**src/rtl/asrm_ram_arbiter.sv**
```systemverilog
// -----------------------------------------------------------------------------
// asrm_ram_arbiter
//
// Shares the single RAM port between the CPU memory interface ("cpu") and an
// auxiliary master ("aux", e.g. DMA or a debug loader). Each access moves
// through a three-state sequencer:
//   IDLE   : waits for a request, picks a winner and latches its command.
//   ACCESS : drives the latched address/data to the RAM for ram_latency
//            cycles (reads) or exactly one cycle (writes).
//   DONE   : pulses the owner's acknowledge for a single cycle.
//
// Read data is registered into the owner's rdata register. That register is
// held until the next read completed for the same port.
//
// Configuration macro:
//   ASRM_ARB_ROUND_ROBIN_EN
//     defined   : ties between cpu and aux alternate, using a last-grant bit.
//                 After reset the bit points at aux, so the cpu wins the
//                 first tie.
//     undefined : fixed priority. The cpu wins every tie.
//
// Parameters:
//   wordsize    : width of the address and data buses
//   ram_latency : cycles from address presented to ram_data_in valid (1..15)
//
// Ports:
//   clk, reset                   : clock, synchronous active-high reset
//   cpu_req / aux_req            : level request, held until the matching ack
//   cpu_write_en / aux_write_en  : 1 = write, 0 = read
//   cpu_addr / aux_addr          : access address
//   cpu_wdata / aux_wdata        : write data
//   cpu_rdata / aux_rdata        : registered read data
//   cpu_ack / aux_ack            : one-cycle completion pulse
//   ram_addr, ram_data_out       : RAM address and write data
//   ram_data_in                  : RAM read data
//   ram_write_en                 : RAM write strobe
//   busy                         : high whenever the sequencer is not in IDLE
//   owner                        : 0 = cpu, 1 = aux. Owner of the current or
//                                  last access.
// -----------------------------------------------------------------------------
module asrm_ram_arbiter #(
  parameter int wordsize    = 16,
  parameter int ram_latency = 1
) (
  input  logic                clk,
  input  logic                reset,
  input  logic                cpu_req,
  input  logic                cpu_write_en,
  input  logic [wordsize-1:0] cpu_addr,
  input  logic [wordsize-1:0] cpu_wdata,
  output logic [wordsize-1:0] cpu_rdata,
  output logic                cpu_ack,
  input  logic                aux_req,
  input  logic                aux_write_en,
  input  logic [wordsize-1:0] aux_addr,
  input  logic [wordsize-1:0] aux_wdata,
  output logic [wordsize-1:0] aux_rdata,
  output logic                aux_ack,
  output logic [wordsize-1:0] ram_addr,
  output logic [wordsize-1:0] ram_data_out,
  input  logic [wordsize-1:0] ram_data_in,
  output logic                ram_write_en,
  output logic                busy,
  output logic                owner
);

  typedef enum logic [1:0] {
    ST_IDLE   = 2'd0,
    ST_ACCESS = 2'd1,
    ST_DONE   = 2'd2
  } state_t;

  // Counter load values: a read waits out the RAM latency, and a write needs
  // only the single strobe cycle.
  localparam logic [3:0]          LAT_CNT = 4'(ram_latency);
  localparam logic [3:0]          WR_CNT  = 4'd1;
  localparam logic [wordsize-1:0] ZERO_W  = {wordsize{1'b0}};

  // Sequencer state and latched command
  state_t              state_r, state_s;
  logic [3:0]          cnt_r, cnt_s;
  logic                lat_we_r, lat_we_s;
  logic [wordsize-1:0] lat_addr_r, lat_addr_s;
  logic [wordsize-1:0] lat_wdata_r, lat_wdata_s;
  logic                owner_r, owner_s;

  // Registered outputs
  logic [wordsize-1:0] cpu_rdata_r, cpu_rdata_s;
  logic [wordsize-1:0] aux_rdata_r, aux_rdata_s;
  logic                cpu_ack_r, cpu_ack_s;
  logic                aux_ack_r, aux_ack_s;
  logic [wordsize-1:0] ram_addr_r, ram_addr_s;
  logic [wordsize-1:0] ram_data_out_r, ram_data_out_s;
  logic                ram_we_r, ram_we_s;
  logic                busy_r, busy_s;

  // Arbitration
  logic                start_s;
  logic                grant_aux_s;

  // A new access starts whenever IDLE sees any request
  always_comb begin
    start_s = 1'b0;
    if ((state_r == ST_IDLE) && (cpu_req || aux_req)) begin
      start_s = 1'b1;
    end else begin
      start_s = 1'b0;
    end
  end

`ifdef ASRM_ARB_ROUND_ROBIN_EN
  logic last_grant_r;

  // Round-robin winner selection: on a tie, grant the port not served last
  always_comb begin
    grant_aux_s = 1'b0;
    if (cpu_req && aux_req) begin
      grant_aux_s = ~last_grant_r;
    end else if (aux_req) begin
      grant_aux_s = 1'b1;
    end else begin
      grant_aux_s = 1'b0;
    end
  end

  // Last-grant bit: resets to aux so the cpu takes the first tie
  always_ff @(posedge clk) begin
    if (reset) begin
      last_grant_r <= 1'b1;
    end else if (start_s) begin
      last_grant_r <= grant_aux_s;
    end else begin
      last_grant_r <= last_grant_r;
    end
  end
`else
  // Fixed-priority winner selection: aux only when the cpu is not asking
  always_comb begin
    grant_aux_s = 1'b0;
    if (cpu_req) begin
      grant_aux_s = 1'b0;
    end else if (aux_req) begin
      grant_aux_s = 1'b1;
    end else begin
      grant_aux_s = 1'b0;
    end
  end
`endif

  // Next-state, command latch, latency counter and read-data capture
  always_comb begin
    state_s     = state_r;
    cnt_s       = cnt_r;
    lat_we_s    = lat_we_r;
    lat_addr_s  = lat_addr_r;
    lat_wdata_s = lat_wdata_r;
    owner_s     = owner_r;
    cpu_rdata_s = cpu_rdata_r;
    aux_rdata_s = aux_rdata_r;
    case (state_r)
      ST_IDLE: begin
        if (start_s) begin
          owner_s = grant_aux_s;
          if (grant_aux_s) begin
            lat_we_s    = aux_write_en;
            lat_addr_s  = aux_addr;
            lat_wdata_s = aux_wdata;
          end else begin
            lat_we_s    = cpu_write_en;
            lat_addr_s  = cpu_addr;
            lat_wdata_s = cpu_wdata;
          end
          if (lat_we_s) begin
            cnt_s = WR_CNT;
          end else begin
            cnt_s = LAT_CNT;
          end
          state_s = ST_ACCESS;
        end else begin
          state_s = ST_IDLE;
        end
      end
      ST_ACCESS: begin
        // The "<=" also treats a zero count as finished, so a corrupted
        // counter can never leave the sequencer stuck in ACCESS.
        if (cnt_r <= 4'd1) begin
          cnt_s = 4'd0;
          if (!lat_we_r) begin
            if (owner_r) begin
              aux_rdata_s = ram_data_in;
            end else begin
              cpu_rdata_s = ram_data_in;
            end
          end else begin
            cpu_rdata_s = cpu_rdata_r;
          end
          state_s = ST_DONE;
        end else begin
          cnt_s   = cnt_r - 4'd1;
          state_s = ST_ACCESS;
        end
      end
      ST_DONE: begin
        state_s = ST_IDLE;
      end
      default: begin
        state_s = ST_IDLE;
      end
    endcase
  end

  // Output values for the coming cycle, decoded from the next state
  always_comb begin
    ram_addr_s     = ZERO_W;
    ram_data_out_s = ZERO_W;
    ram_we_s       = 1'b0;
    cpu_ack_s      = 1'b0;
    aux_ack_s      = 1'b0;
    busy_s         = 1'b0;
    if (state_s == ST_ACCESS) begin
      ram_addr_s     = lat_addr_s;
      ram_data_out_s = lat_wdata_s;
      ram_we_s       = lat_we_s;
    end else begin
      ram_addr_s     = ZERO_W;
      ram_data_out_s = ZERO_W;
      ram_we_s       = 1'b0;
    end
    if (state_s == ST_DONE) begin
      cpu_ack_s = ~owner_s;
      aux_ack_s = owner_s;
    end else begin
      cpu_ack_s = 1'b0;
      aux_ack_s = 1'b0;
    end
    if (state_s != ST_IDLE) begin
      busy_s = 1'b1;
    end else begin
      busy_s = 1'b0;
    end
  end

  // State, latch and output registers; reset aborts any access in flight
  always_ff @(posedge clk) begin
    if (reset) begin
      state_r        <= ST_IDLE;
      cnt_r          <= 4'd0;
      lat_we_r       <= 1'b0;
      lat_addr_r     <= ZERO_W;
      lat_wdata_r    <= ZERO_W;
      owner_r        <= 1'b0;
      cpu_rdata_r    <= ZERO_W;
      aux_rdata_r    <= ZERO_W;
      cpu_ack_r      <= 1'b0;
      aux_ack_r      <= 1'b0;
      ram_addr_r     <= ZERO_W;
      ram_data_out_r <= ZERO_W;
      ram_we_r       <= 1'b0;
      busy_r         <= 1'b0;
    end else begin
      state_r        <= state_s;
      cnt_r          <= cnt_s;
      lat_we_r       <= lat_we_s;
      lat_addr_r     <= lat_addr_s;
      lat_wdata_r    <= lat_wdata_s;
      owner_r        <= owner_s;
      cpu_rdata_r    <= cpu_rdata_s;
      aux_rdata_r    <= aux_rdata_s;
      cpu_ack_r      <= cpu_ack_s;
      aux_ack_r      <= aux_ack_s;
      ram_addr_r     <= ram_addr_s;
      ram_data_out_r <= ram_data_out_s;
      ram_we_r       <= ram_we_s;
      busy_r         <= busy_s;
    end
  end

  assign cpu_rdata    = cpu_rdata_r;
  assign aux_rdata    = aux_rdata_r;
  assign cpu_ack      = cpu_ack_r;
  assign aux_ack      = aux_ack_r;
  assign ram_addr     = ram_addr_r;
  assign ram_data_out = ram_data_out_r;
  assign ram_write_en = ram_we_r;
  assign busy         = busy_r;
  assign owner        = owner_r;

endmodule

```
**config.mk**
```make
export PLATFORM = sky130hd
export DESIGN_NAME = asrm_ram_arbiter
export DESIGN_NICKNAME = d
export VERILOG_FILES = /design/src/rtl/asrm_ram_arbiter.sv
export SDC_FILE = /design/constraint.sdc
export NUM_CORES = 1
export LEC_CHECK = 0
export CORE_ASPECT_RATIO = 1.25
export CORE_UTILIZATION = 25
export CTS_CLUSTER_DIAMETER = 80
export DETAILED_ROUTE_END_ITERATION = 10
export PLACE_DENSITY = 0.51
export SKIP_CTS_REPAIR_TIMING = 1
export SLEW_MARGIN = 15
export SYNTH_ARGS = -nofsm -noshare
export SYNTH_HDL_FRONTEND = slang
export SYNTH_SLANG_ARGS = --single-unit
```
**constraint.sdc**
```tcl
create_clock -name clk -period 1.7 [get_ports clk]
set_clock_uncertainty 0.05 [all_clocks]
set_input_delay 0.34 -clock clk [delete_from_list [all_inputs] [get_ports clk]]
set_output_delay 0.34 -clock clk [all_outputs]
set_load 0.01 [all_outputs]
```
== After elaboration in Yosys (flattened, before gate mapping) ==
Cells that the tools add are included.

* $add $sub $neg: 1
* $lt $le $gt $ge: 1
* Eq/ne operators: 4
* Muxes and demuxes: 21
* Bitwise gates (word level): 5
* Reduce and logical (&&, ||, !) cells: 10

{| class="wikitable"
|+ Operators by type and width
! kind !! count
|-
| $mux W16 || 6
|-
| $mux W1 || 10
|-
| $mux W4 || 2
|-
| $pmux W4 S2 || 1
|-
| $reduce_and A4 Y1 || 2
|-
| $not A1 Y1 || 5
|-
| $eq A2 B1 Y1 const B || 2
|-
| $le A4 B1 Y1 const B || 1
|-
| $pmux W2 S2 || 1
|-
| $reduce_bool A2 Y1 || 2
|-
| $reduce_or A2 Y1 || 2
|-
| $sub A4 B1 Y4 const B || 1
|-
| $eq A2 B2 Y1 const B || 1
|-
| $logic_not A2 Y1 || 1
|-
| $mux W2 || 1
|-
| $ne A2 B2 Y1 const B || 1
|-
| $reduce_and A2 Y1 || 1
|-
| $logic_and A1 B1 Y1 || 1
|-
| $logic_or A1 B1 Y1 || 1
|}

* Register bits: 108
* Logic and storage cells: 56

== Longest topological paths before layout ==
Gate-level depths: netlist (run 1).

* Word-level depth: 8
* Gate-level depth with buffers: 8
* Gate-level depth less buffers: 6

== Least setup slack after synthesis (run 1) ==
OpenSTA, ideal clock, no wires.

* Path kind: reg-to-reg
* Start: reg cnt_r[0]
* End: reg aux_rdata_r[10] (netlist: aux_rdata[10])
* Arrival time: 1,525 ps
* Data required time: 1,522 ps
* Slack: -3 ps
* Cell stages (with the launch flop): 9
* Cells stage by stage: dfxtp_1 -> inv_1 -> ha_1 -> or2_0 -> buf_6 -> nand4_4 -> buf_6 -> mux2i_1 -> nor2_1

* Cells in the longest elaborated chain, start to end: 2

{| class="wikitable"
|+ Ends and longest elaborated chain
! item !! line !! source
|-
| start, declared || 81 || <nowiki>logic [3:0] cnt_r, cnt_s;</nowiki>
|-
| start signal, assigned || 262 || <nowiki>cnt_r <= cnt_s;</nowiki>
|-
| $le A4 B1 Y1 || 186 || <nowiki>if (cnt_r <= 4'd1) begin</nowiki>
|-
| $reduce_and A4 Y1 (no source line) || - ||
|-
| end signal, assigned || 268 || <nowiki>aux_rdata_r <= aux_rdata_s;</nowiki>
|-
| end, declared || 89 || <nowiki>logic [wordsize-1:0] aux_rdata_r, aux_rdata_s;</nowiki>
|}

No other way between the ends.
A chain may end at the register's enable or synchronous reset.

== Worst setup path after layout (run 1) ==
* Start: reg cnt_r[0]
* End: reg ram_we_r (netlist: ram_write_en)

* Cells in the longest elaborated chain, start to end: 6

{| class="wikitable"
|+ Ends and longest elaborated chain
! item !! line !! source
|-
| $le A4 B1 Y1 || 186 ||
|-
| $mux W2 || 186 ||
|-
| $pmux W2 S2 || 160 || <nowiki>case (state_r)</nowiki>
|-
| $eq A2 B1 Y1 || 220 || <nowiki>if (state_s == ST_ACCESS) begin</nowiki>
|-
| $not A1 Y1 (no source line) || - ||
|-
| $reduce_or A2 Y1 (no source line) || - ||
|-
| end signal, assigned || 273 || <nowiki>ram_we_r <= ram_we_s;</nowiki>
|-
| end, declared || 94 || <nowiki>logic ram_we_r, ram_we_s;</nowiki>
|}

No other way between the ends.

==> results of run 1 <==
==> logic make-up (layout without fill, tap and decap cells) <==
| logic type | count (synthesis) | after routing | share of synthesized area |
|---|---|---|---|
| simple gates | 158 | 158 | 0.161 |
| buf+inv | 32 | 200 | 0.0587 |
| mux | 65 | 65 | 0.177 |
| flops | 108 | 108 | 0.479 |
| fa+ha+maj | 2 | 2 | 0.00554 |
| compound gates | 78 | 78 | 0.119 |
==> layer usage <==
layer	up-vias	share of wire	global-route usage
met4	0	0.014	0.0540
met2	111	0.49	0.199
met5	-	0	0
li1	1795	-	-
met1	1662	0.44	0.141
met3	9	0.062	0.0299
==> critical path, cell delays in order, from the launching register on <==
cell,delay (ns)
dfxtp_2,0.35
inv_1,0.05
ha_2,0.16
or2_4,0.29
a21oi_4,0.18
buf_12,0.16
clkbuf_16,0.15
nand2_1,0.05
a21oi_1,0.14
==> state kept, by name, indices dropped and copies added, names as in the netlist, 2 cells and up <==
name          cells
cnt_r             4
state_r           2
ram_data_out     16
lat_wdata_r      16
cpu_rdata        16
aux_rdata        16
lat_addr_r       16
ram_addr         16
==> Yosys cell counts (2+ instances only) <==
cell / number
nand2_2: 21
nor2_1: 41
inv_1: 3
buf_2: 3
o21ai_0: 3
buf_6: 8
a21oi_1: 36
a21oi_2: 33
dfxtp_1: 108
mux2_4: 29
ha_1: 2
clkbuf_8: 2
clkbuf_1: 9
nor3_1: 2
buf_12: 3
buf_4: 2
nand2_1: 80
mux2i_1: 32
mux2_2: 3
nand4_4: 2
==> worst paths after layout <==
path	endpoint	startpoint	slack, ns	cells past startpoint
max	ram_write_en	cnt_r[0]	0.06	8
min	owner	reset	0.37	2
max reg2reg	ram_write_en	cnt_r[0]	0.06	8
min reg2reg	ram_data_out[15]	lat_wdata_r[15]	0.41	2
==> cell type report <==
cell class / count / area share
Inverter: 3 / 0.00163
Multi-Input combinational cell: 303 / 0.308
Clock buffer: 10 / 0.0346
Timing Repair Buffer: 182 / 0.287
Clock inverter: 5 / 0.0145
Tap cell: 224 / 0.0406
Sequential cell: 108 / 0.313
==> through the flow <==
stage                     std cells  instance area, µm²  hold WS [ns]  worst slack (ns)  power (µW)
after CTS                       830                6770         0.356            -0.116        6890
after global routing            835                6910         0.377          -0.00816        7220
after global placement          815                6430         0.392            -0.287        4440
final                           835                6910         0.372            0.0553        6850
after floorplan                 443                4520         0.387           0.00862        3740
after detailed placement        815                6430         0.399            -0.311        4470
==> power breakdown <==
part	switching [µW]	internal [µW]	total (µW)
clock network	921	1470	2390
logic	717	894	1610
registers	102	2750	2850
total	1740	5110	6850
==> out/metrics.cfg, run 1 <==
[outcome]
outcome=finished clean

[clock_tree]
htreeDepth=3
cts_buffers=9
ctsLongestPathBuffers=2
clock_latency_ns=0.35
cts_tree=done
cts-root-buf=clkbuf_16
cts.reportedPaths.clkPinSlew_ns=0.07
cts.sinks=108

[layout]
drive_gt1_frac=0.242
utilization=0.393
nFillCells=1753
antennaDiodeCount=0
final_nets=695
ff_latch_area_um2=2160
syn_to_final_growth_pct=52.9
most-common-layout-cells=152 x clkdlybuf4s50_1, 106 x dfxtp_1, 78 x nand2_1, 41 x nor2_1, 35 x a21oi_2
final_common_cell=clkdlybuf4s50_1
multi_input_area_um2=2130

[timing]
max_freq_mhz=608
hold_viol=0
worstMarginPinSlew_ns=0.440
maxSlewHeadroom=0.707
slew_violations=0
setup-violations-final=0
min_period_over_period=0.967
fin_setup_tns_ns=0
post-route-min-period_ns=1.64

[logic_synthesis]
netlist_area_um2=4520
syn_nets=531
synth_edf_count=0
yosysTopAreaCellShare=0.479
ys_ff_latch=108
yosys.area.top_type=dfxtp_1
synth-warning-count=0
avgSynthCellArea_um2=10.2
ys_seq_area_frac=0.479
synth.area.top_cells=dfxtp_1 48%, mux2_4 9.6%, mux2i_1 7.1%
synthFlopType=dfxtp_1
async_flop_share=0
synth.distinct_cells=41
synthCells=443

[route]
route.detailed.wl_per_inst_um=13.6
ant_nets=0
wl_um=11300
drtPass1Iterations=4
drc=0
first_iter_violations=115
num_vias=3577
via_per_inst=4.28

[global_route]
grt_pass1_wl_um=17300
grt_pass1_vias=3455
antenna_found_initial=0
grt_max_degree=32
grt-ovfl-total=0
grt.total_usage=0.119

[power_and_ir_drop]
p_leak_uw=0.00277
peakVddDrop_v=0.000506
power.density_nw_per_um2=992

[floorplan]
pin_count=155
dieArea_um2=18600
die_x_um=122
start_util=0.257
die_h_um=152
num_rows=54
design.core.area_um2=17600

[worst_setup_path]
arrival_ns=1.87
crit_required_ns=1.93
start_kind=register
cp-end-kind=register
cp_max_fo=6
path_class=register to register

[job]
drv_cap=0

[place]
routabilityCongestion=0.739
dp_hpwl_um=8010
portBuffers=154

[hold_path]
hp-class=input pin to register

No activity file was read; power rests on OpenSTA's default activity.
==> inputs of run 2 (changes only) <==
--- a/config.mk
+++ b/config.mk
@@ -15,3 +15,4 @@
 export SYNTH_ARGS = -nofsm -noshare
 export SYNTH_HDL_FRONTEND = slang
 export SYNTH_SLANG_ARGS = --single-unit
+export TNS_END_PERCENT = 5
==> run 2 against run 1 <==
Net effect: sequential power hardly changed; register-to-register slack hardly changed; sequential cell count stayed put; setup slack better by 0.00052 ns; routed wire length is 0.12% lower; first-iteration DRC count is 5.2% lower; critical endpoint is now ram_write_en; power hardly changed; final cell count stayed put.
==> out/metrics.cfg, run 2 (synthesized netlist as in run 1, its figures left out) <==
[floorplan]
design.core.area_um2=17600  ; unchanged
num_rows=54  ; unchanged
die_x_um=122  ; unchanged
start_util=0.257  ; unchanged
pin_count=155  ; unchanged
dieArea_um2=18600  ; unchanged
die_h_um=152  ; unchanged

[layout]
final_common_cell=clkdlybuf4s50_1
final_nets=695  ; unchanged
most-common-layout-cells=152 x clkdlybuf4s50_1, 106 x dfxtp_1, 80 x nand2_1, 41 x nor2_1, 36 x a21oi_1
antennaDiodeCount=0  ; unchanged
syn_to_final_growth_pct=52.8  ; about the same
utilization=0.393  ; about the same
drive_gt1_frac=0.237  ; -0.00491

[timing]
worstMarginPinSlew_ns=0.440  ; +0.000398 ns
setup-violations-final=0  ; unchanged
max_freq_mhz=608  ; about the same
slew_violations=0  ; unchanged
hold_viol=0  ; unchanged
min_period_over_period=0.967  ; about the same
post-route-min-period_ns=1.64  ; -0.000516 ns
fin_setup_tns_ns=0  ; unchanged
maxSlewHeadroom=0.707  ; about the same

[power_and_ir_drop]
p_leak_uw=0.00277  ; about the same
peakVddDrop_v=0.000506  ; about the same
power.density_nw_per_um2=993  ; about the same

[place]
portBuffers=154  ; unchanged
dp_hpwl_um=8010  ; unchanged
routabilityCongestion=0.739  ; unchanged

[global_route]
grt_max_degree=32  ; unchanged
grt-ovfl-total=0  ; unchanged
antenna_found_initial=0  ; unchanged
grt_pass1_vias=3455  ; unchanged
grt_pass1_wl_um=17300  ; unchanged
grt.total_usage=0.119  ; unchanged

[worst_setup_path]
slowest_delay_ns=0.60  ; +0.25 ns
crit_cells=1  ; -7
arrival_ns=1.25  ; -0.62 ns
worst-path-buf-inv=1  ; -2
crit_required_ns=1.31  ; -0.62 ns
r2r_cells=8  ; unchanged
cpMaxStageDelayCell=clkdlybuf4s50_1
path_class=register to primary output
path_delay_family=buffers and inverters
start_kind=register
cp_cell_sequence=clkdlybuf4s50_1
cp_max_fo=1  ; -5
cp-end-kind=primary output

[clock_tree]
ctsLongestPathBuffers=2  ; unchanged
cts-root-buf=clkbuf_16
cts.reportedPaths.clkPinSlew_ns=0.07  ; about the same
clock_latency_ns=0.35  ; about the same
cts_tree=done
cts_buffers=9  ; unchanged
htreeDepth=3  ; unchanged
cts.sinks=108  ; unchanged

[route]
drtPass1Iterations=5  ; +1
num_vias=3578  ; +0.028%
first_iter_violations=109  ; -5.2%
route.detailed.wl_per_inst_um=13.5  ; -0.12%
via_per_inst=4.29  ; about the same
drc=0  ; unchanged
ant_nets=0  ; unchanged
wl_um=11300  ; -0.12%

[job]
drv_cap=0  ; unchanged

[hold_path]
holdPathStages=2  ; unchanged
hp-class=input pin to register

[outcome]
outcome=finished clean

[run 2: cell count changes in the layout (fill, tap and decap cells not counted)]
cell and change:
a21oi_1 +2, ha_4 +1, nand2_2 -2, inv_1 -2
inv_2 +2, a21oi_2 -2, o21ai_2 -1, ha_2 -1
nand2_1 +2, o21ai_1 +1
[run 2: layout make-up]
cell class | count | area [µm²]
Fill cell | 1754 | 10700
Tap cell | 224 | 280
Inverter | 3 | 11.3
Clock inverter | 5 | 100
Sequential cell | 108 | 2160
Multi-Input combinational cell | 303 | 2120
Timing Repair Buffer | 182 | 1980
Clock buffer | 10 | 239
[run 2: worst paths after layout]
path | from | slack (ns) | to
setup / recovery | ram_write_en | 0.06 | ram_write_en
hold / removal | reset | 0.37 | cnt_r[1]
hold reg to reg | lat_addr_r[1] | 0.41 | lat_addr_r[1]
setup reg to reg | cnt_r[0] | 0.06 | ram_data_out[4]
[run 2: worst reg2reg max path, cell delays in order, from the launching register on]
cell,delay (ns)
dfxtp_2,0.36
inv_2,0.05
ha_4,0.15
or2_4,0.29
a21oi_4,0.18
buf_12,0.16
clkbuf_16,0.15
nand2_1,0.06
a21oi_2,0.13
[run 2: layer usage]
layer / GRT usage / routed length [µm] / up-vias / share of wire
met3: 0.0299 / 694 / 9 / 0.061
met5: 0 / 0 / - / 0
met2: 0.199 / 5510 / 109 / 0.49
li1: - / - / 1798 / -
met4: 0.0540 / 153 / 0 / 0.014
met1: 0.141 / 4960 / 1662 / 0.44
[run 2: power by group]
part	internal, µW	leakage, µW	switching, µW	total (µW)
logic	894	0.00172	712	1610
clock network	1470	0.000168	923	2390
registers	2750	0.000885	103	2860
total	5110	0.00277	1740	6850
[run 2: per-stage QoR]
stage	setup slack (ns)	cell area, µm²	total power (µW)	cells	hold WS [ns]
floorplan	0.00862	4520	3740	443	0.387
global placement	-0.287	6430	4440	815	0.392
detailed placement	-0.311	6430	4470	815	0.399
CTS	-0.116	6770	6890	830	0.356
global route	-0.00984	6900	7220	835	0.377
finish	0.0558	6900	6850	835	0.372
==> inputs of run 3 (changes only) <==
--- a/config.mk
+++ b/config.mk
@@ -6,12 +6,12 @@
 export NUM_CORES = 1
 export LEC_CHECK = 0
 export CORE_ASPECT_RATIO = 1.25
-export CORE_UTILIZATION = 25
+export CORE_UTILIZATION = 31
 export CTS_CLUSTER_DIAMETER = 80
 export DETAILED_ROUTE_END_ITERATION = 10
-export PLACE_DENSITY = 0.51
+export PLACE_DENSITY = 0.61
 export SKIP_CTS_REPAIR_TIMING = 1
-export SLEW_MARGIN = 15
+export SLEW_MARGIN = 30
 export SYNTH_ARGS = -nofsm -noshare
 export SYNTH_HDL_FRONTEND = slang
 export SYNTH_SLANG_ARGS = --single-unit
==> run 3 against run 2 <==
Net effect: global-route usage up 2.1 points; final cell count shrank 6.2%; non-clock buffer count decreased by 4; critical endpoint is now aux_rdata[4]; largest cell class unchanged; clock power fell by 5%; clock-buffer cell count stayed put; routed wire length shrank 8.0%; setup slack better by 0.020 ns; critical path type unchanged; final area is 2.7% lower; worst hold slack worse by 0.014 ns.
==> out/metrics.cfg, run 3 (synthesized netlist as in run 1, its figures left out) <==
[outcome]
outcome=finished clean

[route]
first_iter_violations=139  ; +28%
ant_nets=0  ; unchanged
drtPass1Iterations=4  ; -1
drc=0  ; unchanged
num_vias=3529  ; -1.4%
route.detailed.wl_per_inst_um=13.3  ; -1.9%
wl_um=10400  ; -8.0%
via_per_inst=4.51  ; +5.2%

[layout]
antennaDiodeCount=0  ; unchanged
final_common_cell=clkdlybuf4s50_1
most-common-layout-cells=152 x clkdlybuf4s50_1, 106 x dfxtp_1, 80 x nand2_1, 41 x nor2_1, 36 x a21oi_1
syn_to_final_growth_pct=48.7
drive_gt1_frac=0.229  ; -0.00870
final_nets=691  ; -0.58%

[global_route]
grt.total_usage=0.140  ; +0.0212
grt-ovfl-total=0  ; unchanged
grt_max_degree=33  ; +3.1%
grt_pass1_wl_um=16300  ; -6.1%
antenna_found_initial=0  ; unchanged
grt_pass1_vias=3496  ; +1.2%

[worst_setup_path]
slowest_delay_ns=0.55  ; -0.05 ns
worst-path-buf-inv=1  ; unchanged
crit_required_ns=1.31  ; about the same
cpMaxStageDelayCell=clkdlybuf4s50_1
cp_cell_sequence=clkdlybuf4s50_1
cp_max_fo=2  ; +1
path_class=register to primary output
start_kind=register
cp-end-kind=primary output
arrival_ns=1.23  ; -0.02 ns
path_delay_family=buffers and inverters

[power_and_ir_drop]
power_frac_clock=0.340  ; -0.009
power.density_nw_per_um2=991  ; -0.15%
combPwrFrac=0.233  ; about the same
switchingPower_uw=1720  ; -1.1%
peakVddDrop_v=0.000379  ; -25%
p_int_uw=4940  ; -3.4%
p_sw_frac=0.258  ; +0.00456
p_leak_uw=0.00271  ; -2.2%
power_frac_seq=0.428  ; +0.011

[timing]
setup_ws_ns=0.0761  ; +0.0203 ns
rsz0062_at_grt=no
holdWs_ns=0.358  ; -0.0137 ns
max_freq_mhz=616  ; +1.3%
maxSlewHeadroom=0.730  ; +0.0235
hold_viol=0  ; unchanged
worstMarginPinSlew_ns=0.405  ; -0.0352 ns
fin_setup_tns_ns=0  ; unchanged
slew_violations=0  ; unchanged
min_period_over_period=0.955  ; -0.0119
post-route-min-period_ns=1.62  ; -0.0203 ns
setup-violations-final=0  ; unchanged

[floorplan]
dieArea_um2=15100  ; -19%
die_x_um=110  ; -10%
start_util=0.323  ; +0.0657
pin_count=155  ; unchanged
num_rows=48  ; -11%
die_h_um=137  ; -10%
design.core.area_um2=14000  ; -20%

[clock_tree]
clock_latency_ns=0.34  ; about the same
cts.reportedPaths.clkPinSlew_ns=0.07  ; about the same
cts_tree=done
cts.sinks=108  ; unchanged
ctsLongestPathBuffers=2  ; unchanged
cts-root-buf=clkbuf_16
cts_buffers=9  ; unchanged
htreeDepth=3  ; unchanged

[job]
drv_cap=0  ; unchanged

[place]
dp_slack_ns=-0.233  ; +0.0782 ns
routabilityCongestion=0.734  ; -0.61%
dp_hpwl_um=7700  ; -3.9%
portBuffers=154  ; unchanged

[hold_path]
hp-class=input pin to register

-- run 3: changes by cell type in the layout (fill, tap and decap cells not counted), moves of 2 or more --
| cell | change |
|---|---|
| clkbuf_16 | -3 |
| clkinvlp_4 | +3 |
| inv_1 | +2 |
| inv_2 | -2 |
-- run 3: worst paths after layout --
kind,slack (ns),cells after the start,to,from
min,0.36,2,busy,reset
max reg2reg,0.09,7,ram_data_out[5],cnt_r[0]
max,0.08,1,aux_rdata[4],aux_rdata[4]
min reg2reg,0.40,2,lat_addr_r[14],lat_addr_r[14]
-- run 3: layer usage --
metal / vias up / wire (µm) / global-route usage
met4: 0 / 188 / 0.0496
met2: 118 / 5140 / 0.252
met5: - / 0 / 0
met1: 1612 / 4250 / 0.154
li1: 1786 / - / -
met3: 13 / 834 / 0.0429
-- run 3: area by class of cell --
cell class,instances,area [µm²]
well taps,175,219
fillers,1346,7280
clock inverters,6,87.6
flip-flops and latches,108,2160
multi-input cells,303,2110
clock buffers,10,239
inverters,3,11.3
repair buffers,178,1880
-- run 3: power by group through the flow --
stage	clock network, µW	logic [µW]	registers (µW)
after floorplan	0	788	2960
after global placement	0	1540	2900
after detailed placement	0	1570	2910
after CTS	2340	1570	2850
after global routing	2440	1680	2870
final	2260	1550	2850
-- run 3: per-stage QoR --
| stage | total power (µW) | cells | util | cell area, µm² |
|---|---|---|---|---|
| floorplan | 3740 | 443 | - | 4520 |
| global placement | 4440 | 767 | 0.456 | 6380 |
| detailed placement | 4470 | 767 | 0.456 | 6380 |
| CTS | 6760 | 783 | 0.479 | 6710 |
| global route | 6990 | 783 | 0.480 | 6720 |
| finish | 6660 | 783 | 0.480 | 6720 |
